$ cat config.mk
export PLATFORM = sky130hd
export DESIGN_NAME = rgb_fader
export DESIGN_NICKNAME = d
export VERILOG_FILES = /design/src/rtl/rgb_fader_pkg.sv /design/src/rtl/rgb_fader_fade_step.sv /design/src/rtl/rgb_fader.sv
export SDC_FILE = /design/constraint.sdc
export NUM_CORES = 1
export LEC_CHECK = 0
export ABC_AREA = 0
export BUFFER_PORTS_ARGS = -buffer_cell sky130_fd_sc_hd__buf_2
export CORE_ASPECT_RATIO = 1.1
export CORE_UTILIZATION = 35
export CTS_CLUSTER_SIZE = 12
export DETAILED_ROUTE_END_ITERATION = 8
export PLACE_DENSITY = 0.63
export SYNTH_ARGS = -nofsm -noshare
export SYNTH_HDL_FRONTEND = slang
export SYNTH_SLANG_ARGS = --single-unit
export TNS_END_PERCENT = 30
$ cat constraint.sdc
create_clock -name clk -period 4.55 [get_ports clk]
set_input_delay 0.91 -clock clk [delete_from_list [all_inputs] [get_ports clk]]
set_output_delay 0.91 -clock clk [all_outputs]
set_load 0.01 [all_outputs]
$ cat src/rtl/rgb_fader_pkg.sv
// Shared definitions for the rgb_fader slew limiter: channel count and sweep FSM states.
package rgb_fader_pkg;

  localparam int unsigned NUM_CH = 3;

  typedef enum logic [1:0] {
    IDLE,
    UPD0,
    UPD1,
    UPD2
  } state_t;

endpackage

$ cat src/rtl/rgb_fader_fade_step.sv
// Combinational single-channel step: moves level toward target by at most STEP,
// landing exactly on target when within reach.
module fade_step #(
  parameter int unsigned WIDTH = 8,
  parameter int unsigned STEP  = 1
) (
  input  logic [WIDTH-1:0] level,
  input  logic [WIDTH-1:0] target,
  output logic [WIDTH-1:0] next_level
);

  localparam logic signed [WIDTH:0] STEP_S = (WIDTH+1)'(STEP);

  logic signed [WIDTH:0] diff;

  // One extra bit keeps the difference signed so the step never wraps.
  always_comb begin
    diff = $signed({1'b0, target}) - $signed({1'b0, level});
    if (diff > STEP_S) begin
      next_level = level + WIDTH'(STEP);
    end else if (diff < -STEP_S) begin
      next_level = level - WIDTH'(STEP);
    end else begin
      next_level = target;
    end
  end

endmodule

$ cat src/rtl/rgb_fader.sv
// Three-channel slew-rate limiter: a tick-driven FSM sweeps one shared fade_step
// datapath across the channels, one channel per cycle.
module rgb_fader
  import rgb_fader_pkg::*;
#(
  parameter int unsigned WIDTH    = 8,
  parameter int unsigned STEP_DIV = 64,
  parameter int unsigned STEP     = 1
) (
  input  logic             clk,
  input  logic             reset,
  input  logic [WIDTH-1:0] target0,
  input  logic [WIDTH-1:0] target1,
  input  logic [WIDTH-1:0] target2,
  input  logic             enable,
  output logic [WIDTH-1:0] level0,
  output logic [WIDTH-1:0] level1,
  output logic [WIDTH-1:0] level2,
  output logic             busy,
  output logic             settled
);

  localparam int unsigned CNT_W = $clog2(STEP_DIV);

  logic [CNT_W-1:0]  cnt;
  logic              tick;
  state_t            state, state_nx;
  logic [WIDTH-1:0]  lvl [NUM_CH];
  logic [WIDTH-1:0]  tgt [NUM_CH];
  logic [NUM_CH-1:0] match, match_nx;
  logic [1:0]        ch;
  logic              upd;
  logic [WIDTH-1:0]  cur_lvl, cur_tgt, nxt_lvl;

  assign tgt[0] = target0;
  assign tgt[1] = target1;
  assign tgt[2] = target2;
  assign level0 = lvl[0];
  assign level1 = lvl[1];
  assign level2 = lvl[2];

  assign tick = (cnt == CNT_W'(STEP_DIV - 1));
  assign busy = (state != IDLE);

  always_comb begin
    state_nx = state;
    upd      = 1'b0;
    ch       = 2'd0;
    case (state)
      IDLE: if (tick && enable) state_nx = UPD0;
      UPD0: begin upd = 1'b1; ch = 2'd0; state_nx = UPD1; end
      UPD1: begin upd = 1'b1; ch = 2'd1; state_nx = UPD2; end
      UPD2: begin upd = 1'b1; ch = 2'd2; state_nx = IDLE; end
      default: state_nx = IDLE;
    endcase
  end

  always_comb begin
    cur_lvl      = lvl[ch];
    cur_tgt      = tgt[ch];
    match_nx     = match;
    match_nx[ch] = (nxt_lvl == cur_tgt);
  end

  fade_step #(
    .WIDTH (WIDTH),
    .STEP  (STEP)
  ) u_step (
    .level      (cur_lvl),
    .target     (cur_tgt),
    .next_level (nxt_lvl)
  );

  // Per-channel match flags remember each landing so settled reflects the targets seen in this sweep.
  always_ff @(posedge clk) begin
    if (reset) begin
      cnt     <= '0;
      state   <= IDLE;
      match   <= '0;
      settled <= 1'b0;
      for (int unsigned i = 0; i < NUM_CH; i++) lvl[i] <= '0;
    end else begin
      cnt   <= tick ? '0 : cnt + 1'b1;
      state <= state_nx;
      if (upd) begin
        lvl[ch] <= nxt_lvl;
        match   <= match_nx;
      end
      if (state == UPD2) settled <= &match_nx;
    end
  end

endmodule
After elaboration in Yosys (flattened, before gate mapping)

Memories as Yosys holds them, arrays and structs flattened.
Cells that the tools add are included.

Flip-flop bits (word level): 12
Memories: 1
Logic and storage cells: 49
RAM bits: 24
Bits in latches: 0
Memory bits (read-only): 0
Bits of input ports: 27

Memory list:

| memory | depth | width | read ports | clocked after memory_dff | write ports | line            | source |
|---|---|---|---|---|---|---|---|
| lvl    | 3     | 8     | 4          | 0                        | 3           | rgb_fader.sv:28 | `logic [WIDTH-1:0] lvl [NUM_CH];` |

Shift-type cells: 0
Add/sub/neg operators: 4
Order comparisons: 5
Reductions and logical operators: 8
Equal/unequal tests: 6
Bitwise gates (word level): 1
Multipliers: 0
Divide/modulo/power cells: 0
Muxes and demuxes: 20

Operators with widths:

| cell                  | count |
|---|---|
| $mux W8               | 5 |
| $bmux W8 S2           | 1 |
| $gt A9 B2 Y1 const B  | 1 |
| $lt A9 B1 Y1 const B  | 1 |
| $sub A8 B8 Y9         | 1 |
| $add A8 B1 Y8 const B | 1 |
| $eq A8 B8 Y1          | 1 |
| $mux W1               | 8 |
| $pmux W2 S4           | 1 |
| $reduce_or A8 Y1      | 1 |
| $sub A8 B1 Y8 const B | 1 |
| $add A6 B1 Y6 const B | 1 |
| $eq A6 B6 Y1 const B  | 1 |
| $eq A2 B2 Y1 const B  | 2 |
| $mux W2               | 2 |
| $pmux W2 S2           | 1 |
| $bwmux W3             | 1 |
| $ge A3 B3 Y1 const B  | 1 |
| $lt A2 B3 Y1 const B  | 1 |
| $not A2 Y3            | 1 |
| $reduce_and A3 Y1     | 1 |
| $reduce_or A3 Y1      | 1 |
| $demux W1 S2          | 1 |
| $eq A2 B1 Y1 const B  | 1 |
| other kinds (6)       | 7 |

Logic depth before layout (Yosys ltp)

Gate-level depths: netlist of the first run.

Depth in word-level cells: 13
Gate-level depth with buffers: 21
Gate-level depth less buffers: 16

Hierarchy

Synthesis of the first run repeated with hierarchy kept, for this count alone.

Cells, all modules: 344
Area total of the unflattened synthesis: 3,378.2 µm²

By module, submodules not included:

| module    | area each (µm²) | cells an instance | seq. area each (µm²) | instances |
|---|---|---|---|---|
| rgb_fader | 2,464.9         | 214               | 1,181.1              | 1 |
| fade_step | 913.4           | 130               | 0.0                  | 1 |

Worst setup path before layout of the first run

OpenSTA, ideal clock, no wires.

Kind: reg-to-reg
Start point: reg state[0]
End point: reg settled
Period minus slack after synthesis: 4,637 ps
Path slack: -87 ps
Stages on the path, launching flop included: 19
Data arrival time: 4,545 ps
Path buffers: 3
Cells stage by stage: dfxtp_1 -> inv_1 -> ha_1 -> buf_6 -> buf_6 -> buf_1 -> mux4_2 -> inv_1 -> ha_1 -> a21oi_1 -> o21ai_0 -> xor2_1 -> o22ai_1 -> o311ai_0 -> o41ai_4 -> o32ai_1 -> a211oi_4 -> o2111ai_2 -> o32ai_1

Cells in the longest elaborated chain, start to end: 13
Elaborated cells between the ends (all ways): 23
Classes of those cells: add/sub: 3; order compare: 4; eq/ne: 3; mux: 9; bitwise: 1; reduce/logical: 2; memory: 1

Ends and longest elaborated chain:

| what                                        | line                             | source |
|---|---|---|
| from (decl)                                 | rgb_fader.sv:27                  | `state_t state, state_nx;` |
| from (signal assigned)                      | rgb_fader.sv:84                  | `state <= state_nx;` |
| $eq A2 B2 Y1 (on tied branches)             | rgb_fader.sv:49, rgb_fader.sv:89 |  |
| $pmux W2 S2                                 | rgb_fader.sv:49                  | `case (state)` |
| $not A2 Y3 (implied by the code)            | rgb_fader.sv:60                  | `cur_tgt = tgt[ch];` |
| $bmux W8 S2                                 | rgb_fader.sv:60                  |  |
| $mux W8 (implied by the code) (2 in series) | rgb_fader.sv:60                  |  |
| $sub A8 B8 Y9                               | rgb_fader_fade_step.sv:18        | `diff = $signed({1'b0, target}) - $signed({1'b0, level});` |
| $lt A9 B1 Y1                                | rgb_fader_fade_step.sv:21        | `end else if (diff < -STEP_S) begin` |
| $mux W8                                     | rgb_fader_fade_step.sv:21        |  |
| $mux W8                                     | rgb_fader_fade_step.sv:19        | `if (diff > STEP_S) begin` |
| $eq A8 B8 Y1                                | rgb_fader.sv:62                  | `match_nx[ch] = (nxt_lvl == cur_tgt);` |
| $bwmux W3                                   | rgb_fader.sv:62                  |  |
| $reduce_and A3 Y1                           | rgb_fader.sv:89                  | `if (state == UPD2) settled <= &match_nx;` |
| to (signal assigned)                        | rgb_fader.sv:89                  |  |
| to (decl)                                   | rgb_fader.sv:20                  | `output logic settled` |

Parallel ways exist; a longest one is shown, timed or not. The select of a mux whose other input is x is not followed.
A chain may end at the register's enable or synchronous reset.

Worst setup path after layout of the first run

Ends and elaborated chain as after synthesis.

==> flow_metrics.py, run 1 <==
metrics = {
    "clock_tree": {
        "clk_latency_ns": 0.30,
        "clock_path_buffers": 2,
        "cts_buffers": 5,
        "root_buffer": "clkbuf_8",
        "cts_max_level": 2,
        "path_clk_slew_ns": 0.09,
        "cts.sinks": 43,
        "cts_tree": "built",
    },
    "setup_path": {
        "reg2reg_to": "settled",
        "path_class": "flop to flop",
        "r2r_setup_slack_ns": 0.13,
        "cp-start-kind": "flop",
        "cp-startpoint": "state[0]",
        "cp.required_ns": 4.76,
        "ff2ff_path_depth": 18,
        "cp_max_fo": 12,
        "crit_path_end_kind": "flop",
        "rr_startpoint": "state[0]",
        "cp_data_arrival_time_ns": 4.64,
    },
    "timing": {
        "post-route-period-util_pct": 97.2,
        "setup_viol": 0,
        "rsz0062_at_grt": "yes",
        "min_period_ns": 4.42,
        "slew_viol_final": 0,
        "worst_clock_skew_ns": 0.00988,
        "slew_headroom_pct": 51.7,
        "tightestPinTransition_ns": 0.717,
        "setup-tns-final_ns": 0,
        "max_freq_mhz": 226,
        "hold_violations": 0,
    },
    "yosys": {
        "synth_ff_type": "edfxtp_1",
        "synth_area_sq_mm": 0.00334,
        "yosys.cell_types.count": 62,
        "async_flop_share_pct": 0,
        "synth_edf_count": 32,
        "synthesis.nets": 389,
        "synth_top_area_share_pct": 28.8,
        "syn_avg_cell_area_sq_um": 9.62,
        "synthTopCellsByArea": "edfxtp_1 (29%), dfxtp_1 (6.6%), ha_1 (5.6%), mux4_2 (5.4%), nor2_1 (4.5%)",
        "yosysWarnings": 0,
        "ys_seq_area_share_pct": 35.4,
        "yosysTopAreaCell": "edfxtp_1",
        "synth_cells": 347,
        "synth_seq_cells": 43,
    },
    "final_layout": {
        "layout.nets": 464,
        "drive_above_1_share_pct": 30.5,
        "design_area_sq_mm": 0.00411,
        "diodes": 0,
        "area_growth_pct": 23.2,
    },
    "drt": {
        "route.detailed.drc": 0,
        "routed_via_density": 5.51,
        "routed-via-count": 2973,
        "ant_nets": 0,
        "drt_iter0_drc": 217,
        "wl_um": 9370,
        "wl_per_cell_um": 17.3,
        "dr.pass1.iters": 5,
    },
    "worst_hold_path": {
        "min_to": "cnt[0]",
        "worstHoldStart": "cnt[0]",
        "whs_path_depth": 1,
        "hp-class": "flop to flop",
    },
    "floorplan": {
        "num_rows": 37,
        "ios": 53,
        "core-area_sq_mm": 0.00931,
        "start_util_pct": 35.9,
        "dieArea_sq_mm": 0.00993,
        "die-height_um": 104,
        "die_w_um": 95.1,
    },
    "global_routing": {
        "grt_max_degree": 18,
        "grt_pass1_wl_um": 15000,
        "globalRouteTotalUtil_pct": 19.5,
        "grt-ovfl-total": 0,
        "antenna_found_initial": 0,
        "grt_pass1_vias": 2985,
    },
    "placement": {
        "port-buffer-count": 52,
        "place_area_sq_mm": 0.00389,
        "gp_congestion": 0.957,
        "dpl.hpwl_um": 7170,
    },
    "power": {
        "irDropWorstVdd_mv": 0.226,
        "power_per_cell_area_mw_per_mm2": 372,
        "leakagePower_nw": 1.64,
    },
    "status": {
        "status": "complete, no violations",
    },
    "run": {
        "max_cap_violations": 0,
    },
}
[registers in the layout, summed over array words and instances (netlist names)]
register	count
cnt	6
lvl	32
match	2
settled	1
state	2
[kinds of logic (layout without fill, tap and decap cells)]
group / count (synthesis) / in the layout / synth area share, %
flops: 43 / 43 / 35.4
fa+ha+maj: 15 / 15 / 5.62
buf+inv: 39 / 115 / 4.91
xor+xnor: 28 / 28 / 8.81
compound gates: 84 / 84 / 18.7
simple gates: 114 / 114 / 16.2
mux: 24 / 24 / 10.4
[per-layer routing]
layer,GRT usage [%],share of wire [%]
met3,2.34,3.9
met2,33.9,53
met4,4.87,0.95
met1,25.0,42
met5,0,0
[stage by stage]
stage | hold WS [ns] | util [%] | power (mW) | instances | setup slack, ns
global placement | 0.432 | 41.8 | 1.21 | 529 | 0.0513
global route | 0.495 | 44.2 | 1.63 | 540 | -0.193
detailed placement | 0.444 | 41.8 | 1.21 | 529 | -0.0192
finish | 0.452 | 44.2 | 1.53 | 540 | 0.128
CTS | 0.458 | 42.8 | 1.46 | 537 | 0.0831
floorplan | 0.418 | - | 0.988 | 347 | 0.0193
[cell usage in the layout, fill, tap and decap left out, drive strengths merged, types with 3 or more instances in the layout]
master and instances:
nor2 40, buf 82, nand2b 4, xnor2 16
nor3 10, nand3 9, nor2b 3, xnor3 3
clkbuf 5, dfxtp 11, o211ai 4, a211oi 4
mux2i 11, mux2 5, inv 24, ha 15
mux4 8, xor2 9, and3 7, o32ai 4
nor4 3, edfxtp 32, o2111ai 4, a221o 3
o21ai 13, o31ai 6, a21oi 22, o311ai 4
nand2 28
[how the worst max path moves through the flow]
stage	endpoint	depth (start not counted)
5_1_grt	settled	18
2_1_floorplan	settled	18
6_report	settled	18
3_5_place_dp	lvl[1][4]	14
3_3_place_gp	lvl[1][4]	14
4_1_cts	settled	14
[final cells by class]
class,instances,area [sq um]
Fill cell,901,5190
Multi-Input combinational cell,265,2100
Sequential cell,43,1180
Timing Repair Buffer,82,502
Tap cell,117,146
Inverter,25,95.1
Clock buffer,5,68.8
Clock inverter,3,20.0
[cells in the mapped netlist, types with 2 or more instances]
master     number
nor3_1         10
and3_1          6
dfxtp_1        11
xnor3_1         3
o32ai_1         4
mux4_2          8
buf_1           2
a22oi_1         2
o21a_1          2
o2111ai_1       3
o31ai_1         6
a211oi_1        3
xnor2_1        15
nand2_1        28
o221ai_1        2
a21o_1          2
ha_1           15
a21oi_1        22
nand2b_1        4
buf_6           2
xor2_1          9
or3_1           2
nor2b_1         3
mux2_2          5
mux2i_1        11
o211ai_1        4
nor4_1          3
or4bb_1         2
inv_1          24
edfxtp_1       32
o311ai_0        3
nand3_1         9
clkbuf_1        9
o21ai_0        12
nor2_1         40
a221o_1         3
[timing repair]
item,4_1_cts,5_1_grt
hold endpoints to repair,0,0
setup buffers,0,3
setup endpoints to repair,6,29
hold buffers,0,0
pin swaps,0,3
gates resized for setup,1,21
[critical path, cell delays in order (launching register included)]
cell and delay, ns:
dfxtp_1 0.32, inv_1 0.15, ha_2 0.25, buf_12 0.16, mux4_2 0.57, inv_1 0.13
ha_1 0.17, buf_4 0.14, nand2_1 0.10, o31ai_1 0.26, nand2b_1 0.13, a211oi_1 0.37
o2111ai_2 0.22, o31ai_2 0.24, buf_4 0.21, o32ai_1 0.13, a211oi_4 0.27, o2111ai_2 0.21
o32ai_2 0.29
[report_power, final]
| group | switching [mW] | internal, mW | leakage, nW | total [mW] |
|---|---|---|---|---|
| sequential | 0.0140 | 0.455 | 0.410 | 0.469 |
| combinational | 0.470 | 0.347 | 1.19 | 0.817 |
| clock | 0.139 | 0.107 | 0.0402 | 0.246 |
Note: power is estimated with default switching activity, not from simulation.
==> run 2: changes to the inputs <==
--- a/config.mk
+++ b/config.mk
@@ -12,7 +12,9 @@
 export CTS_CLUSTER_SIZE = 12
 export DETAILED_ROUTE_END_ITERATION = 8
 export PLACE_DENSITY = 0.63
+export RECOVER_POWER = 25
 export SYNTH_ARGS = -nofsm -noshare
 export SYNTH_HDL_FRONTEND = slang
+export SYNTH_HIERARCHICAL = 1
 export SYNTH_SLANG_ARGS = --single-unit
 export TNS_END_PERCENT = 30
==> run 2 against run 1 <==
The flow now finishes with violations (setup timing). Largest cell class unchanged. Via count grew 12%. Clock power grew 20%. Cell area is 25% higher. Cell count rose by 14%. Register-to-register slack worse by 0.22 ns. Non-clock buffer count rose by 79.
==> flow_metrics.py, run 2 <==
metrics = {
    "power": {
        "leakagePower_nw": 2.17,
        "irDropWorstVdd_mv": 0.157,
        "pwr-share-clk_pct": 18.0,
        "p_comb_share_pct": 54.0,
        "sw_frac_of_total_pct": 35.5,
        "power_mw": 1.64,
        "seq_power_share_pct": 28.0,
        "switchingPower_uw": 583,
        "p_int_mw": 1.06,
        "power_per_cell_area_mw_per_mm2": 318,
    },
    "clock_tree": {
        "path_clk_slew_ns": 0.08,
        "cts_tree": "built",
        "cts_buffers": 5,
        "cts_max_level": 2,
        "clk_latency_ns": 0.29,
        "clock_path_buffers": 2,
        "root_buffer": "clkbuf_8",
        "hold_buffers": 0,
        "cts.sinks": 43,
    },
    "placement": {
        "place_ws_ns": -0.252,
        "port-buffer-count": 52,
        "dpl.hpwl_um": 7500,
        "gp_congestion": 0.841,
        "place_area_sq_mm": 0.00445,
    },
    "floorplan": {
        "core-area_sq_mm": 0.00935,
        "die-height_um": 105,
        "start_util_pct": 36.1,
        "num_rows": 37,
        "ios": 53,
        "die_w_um": 95.7,
        "dieArea_sq_mm": 0.0100,
    },
    "yosys": {
        "synth_cells": 344,
        "yosysMostFrequentCell": "edfxtp_1",
        "synth_top_area_share_pct": 28.4,
        "yosysTopAreaCell": "edfxtp_1",
        "yosys.cell_types.count": 63,
        "async_flop_share_pct": 0,
        "synthTopCellsByArea": "edfxtp_1 (28%), dfxtp_1 (6.5%), ha_1 (6.3%), mux4_2 (5.3%), and3_1 (3.5%)",
        "synth_edf_count": 32,
        "synth_ff_type": "edfxtp_1",
        "yosysWarnings": 6,
        "synth_seq_cells": 43,
        "syn_avg_cell_area_sq_um": 9.82,
        "ys_seq_area_share_pct": 35.0,
        "synth_area_sq_mm": 0.00338,
        "netlist_top_cells_count": "edfxtp_1 (32), inv_1 (27), nor2_1 (23)",
        "synthesis.nets": 388,
    },
    "final_layout": {
        "design_area_sq_mm": 0.00515,
        "final_common_cell": "buf_4",
        "largest-register": "lvl",
        "drive_above_1_share_pct": 48.9,
        "post-route-util_pct": 55.1,
        "area_growth_pct": 52.6,
        "layout_common_cells": "buf_4 (95), buf_2 (36), edfxtp_1 (32)",
        "fillCellCount": 831,
        "layout.nets": 540,
        "diodes": 0,
        "reg_top3": "lvl (32), cnt (6)",
        "largest_reg_flops": 32,
    },
    "drt": {
        "dr.pass1.iters": 4,
        "route.detailed.drc": 0,
        "drt_iter0_drc": 251,
        "routed_via_density": 5.43,
        "ant_nets": 0,
        "wl_um": 10200,
        "wl_per_cell_um": 16.6,
        "routed-via-count": 3334,
    },
    "setup_path": {
        "critical_path.max_stage_delay_ns": 0.62,
        "cp_max_fo": 5,
        "path_cells": "inv_2, ha_4, buf_12, mux4_2, ha_4, nand2b_4, a211o_4, a21o_1, and2_4, or4_4, and2_4, buf_4, a2bb2oi_2, buf_4, nor3_2, o22ai_2, or4_4, o31ai_4",
        "cp.required_ns": 4.76,
        "cp-start-kind": "flop",
        "cp_data_arrival_time_ns": 4.85,
        "cp-startpoint": "state[0]",
        "path_class": "flop to flop",
        "crit_path_end_kind": "flop",
        "rr_startpoint": "state[0]",
        "slowest_stage": "mux4_2",
    },
    "status": {
        "status": "finished with violations",
        "violations": "setup timing",
    },
    "run": {
        "max_cap_violations": 0,
    },
    "global_routing": {
        "grt_pass1_wl_um": 15700,
        "antenna_found_initial": 0,
        "grt_max_degree": 28,
        "globalRouteTotalUtil_pct": 20.3,
        "grt_pass1_vias": 3205,
        "grt-ovfl-total": 0,
    },
    "timing": {
        "min_period_ns": 4.64,
        "worst_clock_skew_ns": 0.0105,
        "slew_headroom_pct": 31.4,
        "timing.final.ws_setup_ns": -0.0892,
        "setup-tns-final_ns": -0.138,
        "tightestPinTransition_ns": 1.02,
        "setup_viol": 3,
        "max_freq_mhz": 216,
        "hold_violations": 0,
        "rsz0062_at_grt": "yes",
        "post-route-period-util_pct": 102,
        "slew_viol_final": 0,
    },
    "worst_hold_path": {
        "worstHoldStart": "cnt[0]",
        "hp-class": "flop to flop",
    },
}
==> run 2: final timing paths <==
kind                                 to  slack (ns)  cells past startpoint
worst min register to register   cnt[0]        0.45                      1
worst min-delay path             cnt[0]        0.45                      1
worst max register to register  settled       -0.09                     18
worst max-delay path            settled       -0.09                     18
==> run 2: repair_timing <==
item,4_1_cts,5_1_grt
resized for setup,39,36
buffers inserted,19,6
pin swaps,22,21
cloned,1,0
endpoints found under the setup margin,3,3
==> run 2: area by class of cell <==
cell class / count / area (sq um) / share of cell area, %
multi-input cells: 257 / 2430 / 47.2
flip-flops and latches: 43 / 1180 / 23.0
repair buffers: 161 / 1170 / 22.6
well taps: 117 / 146 / 2.84
inverters: 28 / 110 / 2.14
clock buffers: 5 / 68.8 / 1.34
clock inverters: 3 / 43.8 / 0.850
==> run 2: power by group through the flow <==
stage	sequential [mW]	combinational, mW	clock (mW)
after global routing	0.462	0.955	0.319
after CTS	0.459	0.790	0.300
after detailed placement	0.468	0.704	0
final	0.460	0.886	0.296
after global placement	0.467	0.696	0
after floorplan	0.473	0.409	0
==> run 2: cells by family after synthesis <==
group	count (synthesis)	synth area share [%]
flip-flops	43	35.0
AND/OR/NAND/NOR	133	23.0
adder cells (fa/ha/maj)	17	6.30
XOR/XNOR	7	1.81
AO/OA/AOI/OAI	78	18.0
buffers and inverters	44	5.93
multiplexers	22	10.0
==> run 2: critical path: cells and delay by family, from the launching register on <==
kind / cells / cell delay (ns)
AND/OR/NAND/NOR: 6 / 1.71
AO/OA/AOI/OAI: 5 / 1.02
multiplexers: 1 / 0.62
buffers and inverters: 4 / 0.47
adder cells (fa/ha/maj): 2 / 0.39
flip-flops: 1 / 0.33
==> run 2: routing by layer <==
metal,part of all wire (%),global-route usage [%]
met4,1.8,3.94
met1,45,26.3
met5,0,0
met3,3.7,2.69
met2,50,35.6
==> run 2: stage by stage <==
step	hold slack, ns	instances
2_1_floorplan	0.418	344
3_3_place_gp	0.430	580
3_5_place_dp	0.438	580
4_1_cts	0.457	608
5_1_grt	0.488	614
6_report	0.454	614
